==> src/rtl/skew_feed_ctrl.sv <==
// skew_feed_ctrl
//   Sequences one operand tile from SRAM into the N-lane input skew array that
//   feeds the systolic array. It issues K consecutive SRAM row reads, then
//   drains the skew array for N-1 zero-filled cycles, then spends one flush
//   cycle so the last row can leave lane N-1. Finally it pulses done.
//
// Ports
//   clk, rst        clock; synchronous active-high reset
//   start           tile request, only honoured in IDLE
//   base_addr       first SRAM row, captured on an accepted start
//   num_rows        row count K, captured on an accepted start
//   stall           downstream hold; freezes READ/DRAIN sequencing
//   sram_ren_n      SRAM read enable (active-low)
//   sram_addr       SRAM row address (wraps modulo 2^ADDR_W)
//   sa_ren_n        skew array read enable (active-low)
//   zero_fill       datapath forces skew array data_in to zero this cycle
//   lane_valid      bit i: skewed lane i carries real row data this cycle
//   busy            tile in progress
//   done            one-cycle completion pulse
module skew_feed_ctrl #(
  parameter int N      = 8,
  parameter int ADDR_W = 10,
  parameter int CNT_W  = 10
) (
  input  logic              clk,
  input  logic              rst,
  input  logic              start,
  input  logic [ADDR_W-1:0] base_addr,
  input  logic [CNT_W-1:0]  num_rows,
  input  logic              stall,
  output logic              sram_ren_n,
  output logic [ADDR_W-1:0] sram_addr,
  output logic              sa_ren_n,
  output logic              zero_fill,
  output logic [N-1:0]      lane_valid,
  output logic              busy,
  output logic              done
);

  localparam int                 DRAIN_W    = (N > 1) ? $clog2(N) : 1;
  localparam logic [DRAIN_W-1:0] DRAIN_LAST = DRAIN_W'(N - 1);
  localparam bit                 SKIP_DRAIN = (N == 1);

  typedef enum logic [1:0] {
    S_IDLE  = 2'd0,
    S_READ  = 2'd1,
    S_DRAIN = 2'd2,
    S_FIN   = 2'd3
  } state_t;

  state_t              state_q, state_d;
  logic [ADDR_W-1:0]   addr_q, addr_d;
  logic [CNT_W-1:0]    k_q, k_d;
  logic [CNT_W-1:0]    row_q, row_d;
  logic [DRAIN_W-1:0]  drain_q, drain_d;
  logic [N-1:0]        h_q, h_d;
  logic [N-1:0]        lane_valid_q, lane_valid_d;
  logic                zero_fill_q, zero_fill_d;

  logic                issue_read_s;
  logic                issue_drain_s;
  logic                sram_ren_n_s;
  logic                sa_ren_n_s;
  logic                busy_s;
  logic                done_s;
  logic [N-1:0]        h_next_s;

  // State and datapath registers with synchronous reset
  always_ff @(posedge clk) begin
    if (rst) begin
      state_q      <= S_IDLE;
      addr_q       <= '0;
      k_q          <= '0;
      row_q        <= '0;
      drain_q      <= '0;
      h_q          <= '0;
      lane_valid_q <= '0;
      zero_fill_q  <= 1'b0;
    end else begin
      state_q      <= state_d;
      addr_q       <= addr_d;
      k_q          <= k_d;
      row_q        <= row_d;
      drain_q      <= drain_d;
      h_q          <= h_d;
      lane_valid_q <= lane_valid_d;
      zero_fill_q  <= zero_fill_d;
    end
  end

  // Next-state logic
  always_comb begin
    state_d = state_q;
    case (state_q)
      S_IDLE: begin
        if (start) begin
          state_d = (num_rows == '0) ? S_FIN : S_READ;
        end else begin
          state_d = S_IDLE;
        end
      end
      S_READ: begin
        if (!stall && (row_q == k_q - CNT_W'(1))) begin
          state_d = SKIP_DRAIN ? S_FIN : S_DRAIN;
        end else begin
          state_d = S_READ;
        end
      end
      S_DRAIN: begin
        // Once N-1 drain cycles are issued, one more non-stalled cycle lets
        // the final row leave lane N-1 before done is raised.
        if (!stall && (drain_q == DRAIN_LAST)) begin
          state_d = S_FIN;
        end else begin
          state_d = S_DRAIN;
        end
      end
      S_FIN:   state_d = S_IDLE;
      default: state_d = S_IDLE;
    endcase
  end

  // Output decode: enables react to stall in the same cycle
  always_comb begin
    issue_read_s  = 1'b0;
    issue_drain_s = 1'b0;
    sram_ren_n_s  = 1'b1;
    sa_ren_n_s    = 1'b1;
    busy_s        = 1'b0;
    done_s        = 1'b0;
    case (state_q)
      S_IDLE: begin
        busy_s = 1'b0;
      end
      S_READ: begin
        busy_s = 1'b1;
        if (!stall) begin
          issue_read_s = 1'b1;
          sram_ren_n_s = 1'b0;
          sa_ren_n_s   = 1'b0;
        end else begin
          issue_read_s = 1'b0;
        end
      end
      S_DRAIN: begin
        busy_s = 1'b1;
        if (!stall && (drain_q != DRAIN_LAST)) begin
          issue_drain_s = 1'b1;
          sa_ren_n_s    = 1'b0;
        end else begin
          issue_drain_s = 1'b0;
        end
      end
      S_FIN: begin
        done_s = 1'b1;
      end
      default: begin
        busy_s = 1'b0;
      end
    endcase
  end

  // Address, row/drain counters and tile capture
  always_comb begin
    addr_d  = addr_q;
    k_d     = k_q;
    row_d   = row_q;
    drain_d = drain_q;
    case (state_q)
      S_IDLE: begin
        if (start) begin
          addr_d  = base_addr;
          k_d     = num_rows;
          row_d   = '0;
          drain_d = '0;
        end else begin
          addr_d  = addr_q;
        end
      end
      S_READ: begin
        if (issue_read_s) begin
          addr_d = addr_q + ADDR_W'(1);
          row_d  = row_q + CNT_W'(1);
        end else begin
          row_d  = row_q;
        end
      end
      S_DRAIN: begin
        if (issue_drain_s) begin
          drain_d = drain_q + DRAIN_W'(1);
        end else begin
          drain_d = drain_q;
        end
      end
      default: begin
        addr_d = addr_q;
      end
    endcase
  end

  // Valid history: shifts only on cycles where the skew array is enabled,
  // so lane i of a row becomes valid i enabled cycles after its issue.
  always_comb begin
    h_next_s    = (h_q << 32'd1) | N'(issue_read_s);
    zero_fill_d = issue_drain_s;
    if (!sa_ren_n_s) begin
      h_d          = h_next_s;
      lane_valid_d = h_next_s;
    end else begin
      h_d          = h_q;
      lane_valid_d = '0;
    end
  end

  assign sram_ren_n = sram_ren_n_s;
  assign sa_ren_n   = sa_ren_n_s;
  assign sram_addr  = addr_q;
  assign zero_fill  = zero_fill_q;
  assign lane_valid = lane_valid_q;
  assign busy       = busy_s;
  assign done       = done_s;

endmodule

==> config.mk <==
export PLATFORM = sky130hd
export DESIGN_NAME = skew_feed_ctrl
export DESIGN_NICKNAME = d
export VERILOG_FILES = /design/src/rtl/skew_feed_ctrl.sv
export SDC_FILE = /design/constraint.sdc
export NUM_CORES = 1
export LEC_CHECK = 0
export ABC_CLOCK_PERIOD_IN_PS = 6150
export CAP_MARGIN = 5
export CELL_PAD_IN_SITES_DETAIL_PLACEMENT = 1
export CELL_PAD_IN_SITES_GLOBAL_PLACEMENT = 1
export CORE_MARGIN = 2
export CORE_UTILIZATION = 34
export DETAILED_ROUTE_END_ITERATION = 10
export PLACE_DENSITY = 0.69
export SYNTH_ARGS = -nofsm -noshare
export SYNTH_HDL_FRONTEND = slang
export SYNTH_SLANG_ARGS = --single-unit
==> constraint.sdc <==
create_clock -name clk -period 6.15 [get_ports clk]
set_input_delay 1.23 -clock clk [delete_from_list [all_inputs] [get_ports clk]]
set_output_delay 1.23 -clock clk [all_outputs]
set_load 0.05 [all_outputs]
==> impl_metrics.csv <==
group,metric,value,unit
synth,synth_edf_count,0,
detailed_routing,drt-initial-drc-count,92,
cts,cts_max_path_buffers,2,
detailed_routing,via_count,2336,
pwr,p_per_area,220,mW/mm2
cts,cts_resized,0,
cts,post_cts_buffers,0,
synth,synth_compound_area_frac,0.165,
synth,synth_simple_gate_area_frac,0.265,
worst_setup_path,crit_fanout,10,
synth,synthAdderAreaFrac,0.0438,
worst_setup_path,rrSetupSlack,3140,ps
global_routing,antenna_found_initial,0,
synth,postSynthCellCount,313,
die,io-pin-count,47,
worst_setup_path,cp-start-kind,"input port",
die,die_h,91.0,um
die,core,0.00729,mm2
sta,finalClockSkew,9.29,ps
sta,max-slew-margin-rel,0.303,
die,initial_core_util,0.353,
layout,diodes,0,
layout,layout-drive-gt1-share,0.0507,
cts,clkTransAtPathRegs,110,ps
sta,period_minus_slack,4640,ps
worst_setup_path,crit_arrival,3410,ps
sta,slew_viol_final,0,
synth,synth_xor_area_frac,0.0651,
sta,rsz0062_at_grt,"no",
placement,dp_slack,1540,ps
detailed_routing,drc_errors,0,
detailed_routing,wl,6720,um
run_status,outcome,"finished clean",
placement,port_buffers,46,
synth,synthArstFlopShare,0,
sta,clock.fmax,216,MHz
synth,syn-cell-area,0.00257,mm2
detailed_routing,ant_nets,0,
detailed_routing,wire_per_inst,14.8,um
sta,worst_pin_slew,1050,ps
cts,cts-root-buf,"clkbuf_8",
die,rows,31,
cts,clock_latency,310,ps
synth,yosysWarnings,0,
detailed_routing,vias_per_cell,5.15,
cts,cts_tree,"yes",
synth,synth_most_common_cell,"dfxtp_1",
sta,setup_viol,0,
detailed_routing,drtPass1Iterations,4,
synth,synth_flop_cell,"dfxtp_1",
synth,synth_top_cell_by_area,"dfxtp_1",
cts,cts.sinks,51,
layout,layout.nets,387,
cts,postCtsHoldBufs,0,
pwr,ir_worst_vdd,114,uV
placement,hpwl,4960,um
global_routing,grt_max_degree,27,
worst_setup_path,worstPathRequired,4920,ps
synth,yosysTopAreaCellShare,0.397,
sta,fin_setup_tns,0,ps
worst_setup_path,crit_type,"in2out",
global_routing,track_usage,0.171,
synth,synth_fp_nets,346,
placement,routabilityCongestion,0.823,
worst_setup_path,cp-end-kind,"output port",
cts,cts_buffers,5,
synth,synth_top_family_by_area,"simple AND/OR/NAND/NOR gates",
layout,area_delta_synth_final,25.0,%
synth,synthMuxAreaShare,0.0316,
sta,hold_viol,0,
synth,seq_area_frac_synth,0.397,
global_routing,grt-ovfl-total,0,
global_routing,grt_pass1_wl,11600,um
die,fp.dieArea,0.00828,mm2
job,max_cap_viol_count,0,
synth,synth_area_per_cell,8.22,um2
synth,yosysUniqueCellTypes,52,
cts,htreeDepth,2,
die,die_w,91.0,um
synth,synth-seq-cells,51,
min_path,min-delay-path-class,"reg2reg",
synth,synthTopCellsByArea,"dfxtp_1 (40%), nand2_1 (7.3%), a21oi_1 (4.9%)",
synth,ys_top_cells_by_count,"dfxtp_1 (51), nand2_1 (50), nor2_1 (29), a21oi_1 (25), o21ai_1 (12)",
global_routing,grt_pass1_vias,2421,
pwr,power.leakage,1.20,nW
sta,post-route-period-util,0.754,
sta,timing.final.ws_setup,1510,ps
cells by family after synthesis:
logic type,count (synthesis)
muxes,8
buffers and inverters,22
AOI/OAI and AO/OA,69
adders and majority gates,9
and+or+nand+nor,137
xor gates and xnor gates,17
DFF,51
power breakdown:
group          total, mW  internal, mW  switching, mW
Sequential         0.356         0.341         0.0155
Combinational      0.140        0.0575         0.0825
Clock              0.212        0.0847          0.127
worst paths after layout:
kind	startpoint	to	depth (start not counted)
max	stall	sa_ren_n	4
min	drain_q[1]	drain_q[1]	2
max reg2reg	state_q[0]	row_q[7]	8
min reg2reg	drain_q[1]	drain_q[1]	2
per-stage QoR:
step                 util  instances  instance area [um2]  power [mW]  hold slack (ps)
finish              0.441        454                 3220       0.708              466
floorplan               -        313                 2570       0.455              430
global route        0.441        454                 3220       0.743              498
CTS                 0.441        454                 3220       0.717              466
detailed placement  0.428        446                 3120       0.505              451
global placement    0.428        446                 3120       0.501              448
worst max-delay path, cell delays in order:
cell             delay [ps]
clkdlybuf4s50_1         690
a21oi_1                 120
o21ai_2                 460
clkdlybuf4s50_1         910
cells in the final DEF (no fill, tap or decap), types with 2 or more instances in the layout:
cell type and instances:
ha_1 9, a22oi_1 6, xor2_1 8, nor3_1 5, clkinv_4 2, nand4b_1 2
nand3_1 4, clkbuf_8 5, or3_1 5, buf_4 2, dfxtp_1 51, nor2b_1 3
and2_1 9, mux2i_1 7, o21ai_0 5, a311oi_1 2, xnor2_1 8, o31ai_1 3
nand2b_1 3, and3_1 3, nand2_1 50, and4_1 2, inv_1 7, a21oi_1 25
nor4_1 2, nand4_1 10, or4_1 3, a211oi_1 3, o21ai_1 12, a31o_1 2
nor2_1 29, clkdlybuf4s50_1 46
state kept, by name, indices dropped and copies added (netlist names):
name,cells
state_q,2
sram_addr,10
h_q,7
k_q,10
row_q,10
zero_fill,1
drain_q,3
lane_valid,8
layer usage:
layer	vias up	part of all wire	track usage
li1	1187	-	-
met1	1108	0.51	0.231
met2	37	0.46	0.285
met3	4	0.022	0.0224
met4	0	0.010	0.0480
met5	-	0	0
cell type report:
cell class | instances | area (um2)
Inverter | 8 | 30.0
Clock inverter | 3 | 28.8
Multi-Input combinational cell | 240 | 1470
Timing Repair Buffer | 48 | 475
Clock buffer | 5 | 68.8
Fill cell | 913 | 4080
Sequential cell | 51 | 1020
Tap cell | 99 | 124
(Power assumes the default switching activity.)
